--- config.mk ---
export PLATFORM = sky130hd
export DESIGN_NAME = ascon_serial_host
export DESIGN_NICKNAME = d
export VERILOG_FILES = /design/src/rtl/ascon_serial_host.sv
export SDC_FILE = /design/constraint.sdc
export NUM_CORES = 1
export LEC_CHECK = 0
export CAP_MARGIN = 30
export CORE_MARGIN = 2
export CORE_UTILIZATION = 50
export DETAILED_ROUTE_END_ITERATION = 12
export HOLD_SLACK_MARGIN = 0.15
export PLACE_DENSITY = 0.8
export SLEW_MARGIN = 20
export SYNTH_ARGS = -nofsm -noshare
export SYNTH_HDL_FRONTEND = slang
export SYNTH_SLANG_ARGS = --single-unit
--- constraint.sdc ---
create_clock -name clk -period 2.8 [get_ports clk]
set_input_delay 0.84 -clock clk [delete_from_list [all_inputs] [get_ports clk]]
set_output_delay 0.84 -clock clk [all_outputs]
set_load 0.005 [all_outputs]
--- src/rtl/ascon_serial_host.sv ---
// Bit-serial host driver for the Ascon core: takes one parallel job over
// req_valid/req_ready and feeds the operands MSB-first on the core's serial
// inputs, with fresh mask-share randomness every load cycle. It pulses the
// start strobe, waits for the core's ready (watchdog-limited), then shifts
// ciphertext and tag back in LSB-first. The result is held on rsp_valid
// until rsp_ready.
// Ports:
//   clk, rst            clock, synchronous active-high reset
//   key/nonce/ad/pt     job operands, latched when the request is accepted
//   req_valid/ready     request handshake (ready only in IDLE)
//   *xSO                serial operand + random outputs to the core
//   *xSI                serial results and done flag from the core
//   ct, tag, error      response payload, qualified by rsp_valid
//   rsp_valid/ready     response handshake
//   busy                any state other than IDLE
module ascon_serial_host #(
  parameter int          K            = 128,
  parameter int          L            = 40,
  parameter int          Y            = 40,
  parameter int          START_CYCLES = 3,
  parameter int          READ_GAP     = 2,
  parameter int          TIMEOUT      = 4096,
  parameter logic [31:0] LFSR_SEED    = 32'hACE1_2357
) (
  input  logic           clk,
  input  logic           rst,
  input  logic [K-1:0]   key,
  input  logic [127:0]   nonce,
  input  logic [L-1:0]   ad,
  input  logic [Y-1:0]   pt,
  input  logic           req_valid,
  output logic           req_ready,
  output logic [2:0]     keyxSO,
  output logic [2:0]     noncexSO,
  output logic [2:0]     associated_dataxSO,
  output logic [2:0]     plain_textxSO,
  output logic [6:0]     r_64xSO,
  output logic           r_128xSO,
  output logic           r_ptxSO,
  output logic           encryption_startxSO,
  input  logic           cipher_textxSI,
  input  logic           tagxSI,
  input  logic           encryption_readyxSI,
  output logic [Y-1:0]   ct,
  output logic [127:0]   tag,
  output logic           rsp_valid,
  input  logic           rsp_ready,
  output logic           error,
  output logic           busy
);

  localparam int MAX   = (K > L) ? ((K > Y) ? K : Y)
                                 : ((L > Y) ? L : Y);
  localparam int CMAX0 = (MAX > START_CYCLES) ? MAX : START_CYCLES;
  localparam int CMAX  = (CMAX0 > READ_GAP) ? CMAX0 : READ_GAP;
  localparam int CW    = $clog2(CMAX + 1);
  localparam int WW    = $clog2(TIMEOUT + 1);
  localparam int GAPL  = (READ_GAP > 0) ? READ_GAP - 1 : 0;

  localparam logic [CW-1:0] LOAD_LAST  = CW'(MAX - 1);
  localparam logic [CW-1:0] START_LAST = CW'(START_CYCLES - 1);
  localparam logic [CW-1:0] GAP_LAST   = CW'(GAPL);
  localparam logic [WW-1:0] WD_LAST    = WW'(TIMEOUT - 1);
  // x^32 + x^22 + x^2 + x + 1, right-shifting Galois form
  localparam logic [31:0]   LFSR_TAPS  = 32'h8020_0003;

  typedef enum logic [2:0] {
    S_IDLE, S_LOAD, S_START, S_WAIT, S_GAP, S_READ, S_DONE
  } state_t;

  state_t         state_q, state_d;
  logic [CW-1:0]  cnt_q, cnt_d;
  logic [WW-1:0]  wd_q, wd_d;
  logic [31:0]    lfsr_q, lfsr_d;
  logic [K-1:0]   key_q, key_d;
  logic [127:0]   nonce_q, nonce_d;
  logic [L-1:0]   ad_q, ad_d;
  logic [Y-1:0]   pt_q, pt_d;
  logic [Y-1:0]   ct_q, ct_d;
  logic [127:0]   tag_q, tag_d;
  logic           err_q, err_d;

  logic accept;
  logic wd_expire;

  assign accept    = (state_q == S_IDLE) && req_valid;
  assign wd_expire = (state_q == S_WAIT) && !encryption_readyxSI
                     && (wd_q == WD_LAST);

  always_ff @(posedge clk) begin
    if (rst) begin
      state_q <= S_IDLE;
      cnt_q   <= '0;
      wd_q    <= '0;
      lfsr_q  <= LFSR_SEED;
      key_q   <= '0;
      nonce_q <= '0;
      ad_q    <= '0;
      pt_q    <= '0;
      ct_q    <= '0;
      tag_q   <= '0;
      err_q   <= 1'b0;
    end else begin
      state_q <= state_d;
      cnt_q   <= cnt_d;
      wd_q    <= wd_d;
      lfsr_q  <= lfsr_d;
      key_q   <= key_d;
      nonce_q <= nonce_d;
      ad_q    <= ad_d;
      pt_q    <= pt_d;
      ct_q    <= ct_d;
      tag_q   <= tag_d;
      err_q   <= err_d;
    end
  end

  always_comb begin
    state_d = state_q;
    unique case (state_q)
      S_IDLE:  if (req_valid) state_d = S_LOAD;
      S_LOAD:  if (cnt_q == LOAD_LAST) state_d = S_START;
      S_START: if (cnt_q == START_LAST) state_d = S_WAIT;
      S_WAIT: begin
        if (encryption_readyxSI)
          state_d = (READ_GAP == 0) ? S_READ : S_GAP;
        else if (wd_expire)
          state_d = S_DONE;
      end
      S_GAP:   if (cnt_q == GAP_LAST) state_d = S_READ;
      S_READ:  if (cnt_q == LOAD_LAST) state_d = S_DONE;
      S_DONE:  if (rsp_ready) state_d = S_IDLE;
      default: state_d = S_IDLE;
    endcase
  end

  // Datapath: operands are shift registers emptied MSB-first, so an
  // exhausted operand naturally drives 0. Results fill from the top and
  // land LSB-first once Y (or 128) bits have been taken.
  always_comb begin
    cnt_d   = cnt_q;
    wd_d    = '0;
    lfsr_d  = lfsr_q;
    key_d   = key_q;
    nonce_d = nonce_q;
    ad_d    = ad_q;
    pt_d    = pt_q;
    ct_d    = ct_q;
    tag_d   = tag_q;
    err_d   = err_q;

    if (state_d != state_q)
      cnt_d = '0;
    else if (state_q inside {S_LOAD, S_START, S_GAP, S_READ})
      cnt_d = cnt_q + 1'b1;

    if (state_q == S_WAIT)
      wd_d = wd_q + 1'b1;

    if (accept) begin
      key_d   = key;
      nonce_d = nonce;
      ad_d    = ad;
      pt_d    = pt;
      err_d   = 1'b0;
    end

    if (state_q == S_LOAD) begin
      lfsr_d  = (lfsr_q >> 1) ^ (lfsr_q[0] ? LFSR_TAPS : 32'h0);
      key_d   = {key_q[K-2:0], 1'b0};
      nonce_d = {nonce_q[126:0], 1'b0};
      ad_d    = {ad_q[L-2:0], 1'b0};
      pt_d    = {pt_q[Y-2:0], 1'b0};
    end

    if (wd_expire) begin
      ct_d  = '0;
      tag_d = '0;
      err_d = 1'b1;
    end

    if (state_q == S_READ) begin
      if (int'(cnt_q) < Y)
        ct_d = {cipher_textxSI, ct_q[Y-1:1]};
      if (int'(cnt_q) < 128)
        tag_d = {tagxSI, tag_q[127:1]};
    end

    if ((state_q == S_DONE) && rsp_ready)
      err_d = 1'b0;
  end

  always_comb begin
    req_ready           = (state_q == S_IDLE);
    busy                = (state_q != S_IDLE);
    rsp_valid           = (state_q == S_DONE);
    encryption_startxSO = (state_q == S_START);
    error               = err_q;
    ct                  = ct_q;
    tag                 = tag_q;
    keyxSO              = '0;
    noncexSO            = '0;
    associated_dataxSO  = '0;
    plain_textxSO       = '0;
    r_64xSO             = '0;
    r_ptxSO             = 1'b0;
    r_128xSO            = 1'b0;
    if (state_q == S_LOAD) begin
      noncexSO           = {lfsr_q[1:0], nonce_q[127]};
      plain_textxSO      = {lfsr_q[3:2], pt_q[Y-1]};
      associated_dataxSO = {lfsr_q[5:4], ad_q[L-1]};
      keyxSO             = {lfsr_q[7:6], key_q[K-1]};
      r_64xSO            = lfsr_q[14:8];
      r_ptxSO            = lfsr_q[15];
      r_128xSO           = lfsr_q[16];
    end
  end

endmodule

==> results of run 1 <==
## timing repair
action	in CTS	in global routing
endpoints found under the setup margin	25	3
gates resized for setup	40	5
gates cloned	2	0
setup buffers	5	0
hold endpoints to repair	0	0
pin swaps	2	0
## cells by family (layout without fill, tap and decap cells)
| family | after synthesis | count (layout) | synth area share |
|---|---|---|---|
| other | 0 | 3 | 0 |
| adder cells (fa/ha/maj) | 4 | 4 | 0.00214 |
| XOR/XNOR | 21 | 21 | 0.00785 |
| buffers and inverters | 287 | 729 | 0.0544 |
| AO/OA/AOI/OAI | 546 | 546 | 0.199 |
| AND/OR/NAND/NOR | 1487 | 1487 | 0.257 |
| flip-flops | 561 | 561 | 0.480 |
## flip-flops by register name (all words and copies together), names as in the netlist
register	flops
key_q	128
pt_q	40
cnt_q	8
ad_q	40
tag	128
ct	40
wd_q	13
lfsr_q	32
state_q	3
error	1
nonce_q	128
## critical path, stage by stage (launching register included)
cell                            delay [ps]
sky130_fd_sc_hd__dfxtp_2               340
sky130_fd_sc_hd__nor3b_4               230
sky130_fd_sc_hd__buf_6                 160
sky130_fd_sc_hd__buf_16                130
sky130_fd_sc_hd__and2_1                130
sky130_fd_sc_hd__dlygate4sd2_1         280
## layout make-up
| type | count | area, µm² | share of cell area |
|---|---|---|---|
| well taps | 607 | 759 | 0.0243 |
| flip-flops and latches | 561 | 11200 | 0.360 |
| multi-input cells | 2058 | 11000 | 0.351 |
| clock buffers | 90 | 1720 | 0.0551 |
| inverters | 12 | 45.0 | 0.00144 |
| clock inverters | 12 | 176 | 0.00565 |
| repair buffers | 615 | 6320 | 0.202 |
| diodes | 3 | 7.51 | 0.000240 |
## metrics by stage
stage               area, µm²  setup slack [ps]  hold WS [ps]  power [mW]
global placement        29300               214           424        11.4
floorplan               23400               403           413        10.4
CTS                     31200              35.1           443        19.1
global route            31200              4.95           461        19.7
detailed placement      29300               171           434        11.5
finish                  31200              63.3           445        19.0
## layout by cell type (no fill, tap or decap), types with 3 or more instances in the layout
| cell type | n |
|---|---|
| sky130_fd_sc_hd__nand2_1 | 889 |
| sky130_fd_sc_hd__dfxtp_1 | 558 |
| sky130_fd_sc_hd__clkdlybuf4s50_1 | 510 |
| sky130_fd_sc_hd__nor2_1 | 350 |
| sky130_fd_sc_hd__a311oi_1 | 232 |
| sky130_fd_sc_hd__a21oi_1 | 192 |
| sky130_fd_sc_hd__nand3_1 | 176 |
| sky130_fd_sc_hd__a311oi_2 | 100 |
| sky130_fd_sc_hd__clkbuf_16 | 58 |
| sky130_fd_sc_hd__buf_4 | 46 |
| sky130_fd_sc_hd__buf_12 | 28 |
| sky130_fd_sc_hd__dlygate4sd2_1 | 21 |
| sky130_fd_sc_hd__clkbuf_1 | 17 |
| sky130_fd_sc_hd__and2_1 | 16 |
| sky130_fd_sc_hd__xor2_1 | 15 |
| sky130_fd_sc_hd__clkbuf_8 | 15 |
| sky130_fd_sc_hd__inv_1 | 10 |
| sky130_fd_sc_hd__nand4_1 | 9 |
| sky130_fd_sc_hd__nor3_1 | 9 |
| sky130_fd_sc_hd__a211o_1 | 9 |
| sky130_fd_sc_hd__and3_1 | 7 |
| sky130_fd_sc_hd__xnor2_1 | 6 |
| sky130_fd_sc_hd__nand3b_1 | 6 |
| sky130_fd_sc_hd__clkinv_2 | 5 |
| sky130_fd_sc_hd__and3b_1 | 4 |
| sky130_fd_sc_hd__o21ai_0 | 4 |
| sky130_fd_sc_hd__ha_1 | 4 |
| sky130_fd_sc_hd__bufinv_16 | 4 |
| sky130_fd_sc_hd__diode_2 | 3 |
| sky130_fd_sc_hd__and4_1 | 3 |
| sky130_fd_sc_hd__buf_6 | 3 |
| sky130_fd_sc_hd__dfxtp_2 | 3 |
## worst min-delay path by stage
stage	slack, ps	cells past startpoint	end	from
5_1_grt	460	1	wd_q[0]	wd_q[0]
6_report	440	1	wd_q[0]	wd_q[0]
4_1_cts	440	1	wd_q[0]	wd_q[0]
3_3_place_gp	420	1	wd_q[0]	wd_q[0]
3_5_place_dp	430	1	wd_q[0]	wd_q[0]
2_1_floorplan	410	1	wd_q[0]	wd_q[0]
## report_power, final
part	switching [mW]	internal, mW	leakage (nW)
Sequential	0.293	8.53	4.60
Clock	3.12	4.56	0.926
Combinational	1.36	1.18	5.84
Total	4.77	14.3	11.4
## metal layers
metal  vias up  track usage  wire [µm]
met2       840        0.446      32800
met5         -            0         13
li1      10800            -          -
met4         2        0.117       2640
met1     10600        0.350      28200
met3       146       0.0410       4700
==> summary by stage, run 1 <==
STA
For the pin with the worst max-slew slack, the measured transition is 709 ps. The setup clock skew after layout is ~27 ps. The final critical delay including setup and external delays is 2740 ps. Measured against its own limit, the worst slew margin works out to 0.527. In the finished design, the share of the clock period the worst path needs comes to 0.977.

For the final routed database, the setup TNS stands at 0 ps. Setup violations remaining at the end of the flow were counted as 0. Setup repair after global routing left no endpoint under its margin. The count of final hold-check violations is 0. The max-slew violation count came to 0. For this run, the top clock speed supported by timing is about 0.37 GHz.

Floorplan
For this design the top-level I/O count stands at about 540. The area of the die is ~49,000 µm². The core region is ~46,000 µm². The number of cell rows is 79. In this run the vertical extent of the chip is roughly 220 µm.

The initial core utilization is 0.505. The die span in x is 220 µm.

Power
Dividing total power by cell area gives a power density of 609 nW/µm². VDD sags by at most 0.000596 V. In this run the static leakage power is ~11 nW.

Synthesis
Synthesis inferred about 560 register bits. The number of enable-type register cells in the synthesized netlist is 0. For this run, asynchronously set or reset flops after synthesis account for 0. The number of nets produced by synthesis is approximately 3,300. By instance count, the leading cell after synthesis is sky130_fd_sc_hd__nand2_1. Synthesis produced just under 3,000 cells. The count of distinct cell types in the synthesized netlist is 45. The library cell occupying the most area in the post-synthesis netlist is sky130_fd_sc_hd__dfxtp_1.

The number of warnings issued by yosys is 0. Counting instances in the post-synthesis netlist gives the leading cell types as sky130_fd_sc_hd__nand2_1 (892), sky130_fd_sc_hd__dfxtp_1 (561), sky130_fd_sc_hd__nor2_1 (350). The portion of the post-synthesis area used by sequential elements is 0.480. The average cell area after synthesis is ~8.1 µm². For this run, the leading register cell type out of synthesis is sky130_fd_sc_hd__dfxtp_1. In the post-synthesis netlist, the biggest area contributors are sky130_fd_sc_hd__dfxtp_1 (48%), sky130_fd_sc_hd__nand2_1 (14%), sky130_fd_sc_hd__a311oi_1 (8.7%), sky130_fd_sc_hd__a311oi_2 (6.4%), sky130_fd_sc_hd__nor2_1 (5.6%). Summing every instance area after synthesis gives 23,400 µm². Of the post-synthesis cell area, the dominant cell type holds 0.480.

Finish
The final net count is 3,651. The number of standard cells in the layout, taps in and fillers out is approximately 4,000. The area added between synthesis and finish is 33.4%. The filler cell count is 3,621. For this run, the share of the core covered by cells in the final layout is 0.674. The share of layout cells above drive strength 1 is 0.0854.

Place
The post-detailed-placement half-perimeter wirelength is between 40,000 and 50,000 µm. The count of buffers from port buffering is approximately 540. The final weighted congestion in routability-driven placement is roughly 0.90. The number of placed instances, taps included, is between 3,000 and 4,000.

Global route
The largest net degree at the start of global routing is between 150 and 200. For this run the aggregate overflow at the end of global routing stands at 0. The initial antenna violation count is 3.

The global router's overall resource usage is 0.270. The via count of the first global-routing pass is ~21,000. The first global-routing pass estimated 107,000 µm of wire.

Critical path
The category of the worst setup path capture point is an output pin. The worst register-to-register path has a setup slack of 600 ps. Of all nets on the critical path, the largest fanout is 9. In this run the critical register-to-register path is captured at nonce_q[7]. In this run the worst setup path begins at state_q[1]. Following the worst setup path forward leads to its endpoint at associated_dataxSO[0].

By startpoint and endpoint, the worst setup path is classified as register to output pin. The worst endpoint data arrival time is ~1900 ps. The cell depth of the worst flop-to-flop path is 7. The worst register-to-register path begins at state_q[1]. The nature of the critical path startpoint is a register. For the worst setup path, the data required time is 1960 ps.

Clocking
CTS placed an instance of sky130_fd_sc_hd__clkbuf_16 at the clock tree root. TritonCTS built the clock tree. The number of hold buffers added after cts is 0. Clock latency on the worst-skew pair, taken at its later pin, is approximately 610 ps. TritonCTS created 56 clock buffers.

Clock tree synthesis found a total of 561 sinks. The H-tree level count is 2. The clock input transition at the sequential cells of the worst setup and hold paths is ~60 ps. The deepest clock path buffer count is 3.

Detailed routing
Dividing the detail-routed wire length by the instance count gives between 15 and 20 µm. In the routed design, unresolved DRC markers number 0. The initial DRC count is 2,118. Using the TritonRoute via totals, the vias-per-cell ratio works out to roughly 5.7. The iteration count of the initial detailed-routing pass is 6. The via total after detailed routing is 22,400. The aggregate routed wire length is 68,300 µm. The post-detailed-route count of antenna-violating nets is 0.

Status
The run finished with clean final reports.

Job
The count of maximum capacitance violations is 0.

Min path
The path class of the tightest hold or removal check is register to register.
Power figures use the tool's default switching activity.
==> run 2, diff against run 1 <==
GPL_ROUTABILITY_DRIVEN = 0   (was unset)
SKIP_LAST_GASP = 1   (was unset)
==> run 2 against run 1 <==
The run now ends with setup timing left. Register-to-register slack worse by 70 ps. Worst hold slack worse by 6.1 ps. Flip-flop and latch count unchanged. Critical path depth unchanged. Die area unchanged. Core utilization up 0.60 points. Clock skew down 17 ps. Maximum frequency down 7.1%. Critical path type unchanged. Critical endpoint is now keyxSO[2]. Largest cell class unchanged.
==> summary by stage, run 2 (synthesis results as in run 1) <==
Power
The power per cell area is between 600 and 700 nW/µm². The share of total power dissipated in sequential elements is 0.456. The cell-internal power is approximately 15 mW. Of the total power, combinational logic draws 0.134. VDD sags by at most approximately 0.00052 V. The switching part of the total is 0.251. The net switching power figure is between 4 and 5 mW. Summed over all cells, the static leakage comes to about 12 nW. Total power for the finished layout comes to roughly 19 mW.

The part of the total power dissipated in the clock network is 0.410.

Finish
The share of layout cells above drive strength 1 is 0.0909. The multi-input combinational cells in the finished layout cover a total of approximately 11,000 µm². The net count of the finished layout is 3,669. The leading cell type in the layout, fill and taps excluded is sky130_fd_sc_hd__nand2_1. Registers take between 10,000 and 15,000 µm². After filler insertion, the fill cell instance count of the layout stands at about 3,600. In the layout the commonest cells are sky130_fd_sc_hd__nand2_1 (890), sky130_fd_sc_hd__dfxtp_1 (558), sky130_fd_sc_hd__clkdlybuf4s50_1 (515). Excluding fillers, the count of instances in the completed layout stands at slightly below 4,000. The area added between synthesis and finish is 34.6%.

Critical path
The cell family contributing the most delay on the critical path is buffers and inverters. The cell occurring most often along the worst timing path is sky130_fd_sc_hd__buf_12. The path type of the worst setup path is register to output pin. The category of the worst setup path capture point is an output pin. The critical path buffer and inverter count is 3. In this run the register-to-register setup slack is 530 ps. The signal on the critical path passes through nor3b_4 -> buf_12 -> buf_12 -> and2_1 -> clkdlybuf4s50_1. On the critical path, the stage with the largest delay is an instance of sky130_fd_sc_hd__clkdlybuf4s50_1. The launch instance of the worst register-to-register path is state_q[1]. Data arrives at the worst endpoint at ~2100 ps. The worst path required time is approximately 2000 ps. In this run the worst path has a maximum fanout of 5. The highest cell delay on the worst timing path is between 500 and 600 ps. The nature of the critical path startpoint is a register. The startpoint of the worst setup timing path is state_q[2].

Clocking
The clock input transition at the sequential cells of the worst setup and hold paths is 60 ps. The TritonCTS clock tree is done. The deepest clock path buffer count is 3. The number of buffers added by the clock tree synthesis step is 57. The H-tree level count is 2.

The number of clock sinks seen by CTS is 561. The worst-skew pair later-pin latency is approximately 600 ps. The number of hold buffers added after cts is 0. In this run the clock root is driven by a sky130_fd_sc_hd__clkbuf_16.

Global route
The initial antenna violation count is 3. The first global-routing pass estimated 108,000 µm of wire. Entering global routing, the biggest net connects 170 pins.

The via count of the first global-routing pass is approximately 21,000. The sum of overflow across all layers after global routing is 0. The global router's overall resource usage is 0.273.

STA
Setup repair after global routing could not meet its margin everywhere. Headroom to the max-slew limit came out at 0.523. The max-slew violation count is 0. The count of final hold-check violations came to 0.

Derived from the worst setup path, the maximum achievable clock frequency is 0.339 GHz. Between clock sinks in the finished design, the worst skew comes to ~9.7 ps. After layout, the worst setup slack is -147 ps. On the final layout, the worst hold slack is 439 ps. The part of the cycle the worst path needs is 1.05.

At the pin with the least slew margin, the transition time is ~700 ps. The final critical delay including setup and external delays is roughly 2900 ps. The setup TNS is -599 ps. The setup violation total in the final timing report is 7.

Detailed routing
For this block, the routed nets add up to 70,300 µm of wire. The first detailed-routing pass took 9 iterations. Dividing the detail-routed wire length by the instance count gives 17.7 µm. The via count normalized by instance count is around 5.7.

In this run the remaining antenna-violating nets after routing total 0. The via total after detailed routing is between 20,000 and 25,000. The initial DRC count is roughly 2,300. After detailed routing, the number of remaining DRC violations is 0.

Floorplan
The initialized floorplan defines a little under 80 standard-cell rows. Measured along the x axis, the die boundary spans roughly 220 µm. The die covers between 40,000 and 50,000 µm².

The initial core utilization is 0.505. The count of boundary I/O pins is around 540. The area inside the core boundary is between 40,000 and 50,000 µm². The overall die height is 220 µm.

Min path
The path class of the lowest-slack min-delay path is register to register. The startpoint of the lowest-slack hold path is wd_q[0].

Place
The total instance count after detailed placement is between 3,000 and 4,000. Prior to clock tree synthesis, the placed netlist has a worst setup slack of approximately 110 ps. Summed over all nets, the half-perimeter wirelength after detailed placement is about 48,000 µm.

The count of buffers from port buffering is approximately 540.

Status
The checks that failed: setup timing. The run finished, with violations left.

Job
The count of maximum capacitance violations is 0.
[run 2: changes by cell type in the layout (fill, tap and decap cells not counted), moves of 3 or more]
cell,previous run,this run
sky130_fd_sc_hd__clkdlybuf4s50_1,510,515
sky130_fd_sc_hd__clkbuf_16,58,61
sky130_fd_sc_hd__buf_4,46,64
sky130_fd_sc_hd__clkbuf_1,17,11
sky130_fd_sc_hd__dlygate4sd2_1,21,3
sky130_fd_sc_hd__clkinv_2,5,9
sky130_fd_sc_hd__dlymetal6s2s_1,0,15
[run 2: layout make-up]
class                      count  share of cell area
clock buffer                  85              0.0547
inverter                      12             0.00151
sequential                   561               0.356
antenna                        2            0.000159
timing repair buffer         632               0.207
tap                          607              0.0241
clock inverter                18             0.00790
multi-input combinational   2058               0.348
[run 2: final timing paths]
kind                                   to  depth (start not counted)
worst min-delay path              wd_q[0]                          1
worst max-delay path            keyxSO[2]                          5
worst min register to register    wd_q[0]                          1
worst max register to register    tag[75]                          8
[run 2: power by group through the flow]
stage	Clock [mW]	Sequential [mW]	Combinational, mW
floorplan	0	8.90	1.53
global placement	0	8.96	2.45
detailed placement	0	8.98	2.52
CTS	8.04	8.82	2.56
global route	8.35	8.88	2.83
finish	7.95	8.83	2.60
[run 2: worst register-to-register path: cells and delay by family (launching register included)]
family / cells / cell delay, ps
simple gates: 3 / 870
buf+inv: 4 / 860
compound gates: 1 / 140
flops: 1 / 360
[run 2: per-layer routing]
layer / routed length (µm) / GRT usage
met1: 28400 / 0.354
met2: 33600 / 0.450
met3: 5150 / 0.0385
met4: 3120 / 0.133
met5: 13 / 0
[run 2: timing repair]
action                                  4_1_cts  5_1_grt
gates resized for setup                      14       19
endpoints found under the setup margin       24       21
pin swaps                                     1        2
setup buffers                                 5        7
cloned                                        1        2
endpoints found under the hold margin         0        0
[run 2: through the flow]
| stage | area, µm² | utilization |
|---|---|---|
| 2_1_floorplan | 23400 | - |
| 3_3_place_gp | 29300 | 0.632 |
| 3_5_place_dp | 29300 | 0.632 |
| 4_1_cts | 31400 | 0.677 |
| 5_1_grt | 31500 | 0.680 |
| 6_report | 31500 | 0.680 |
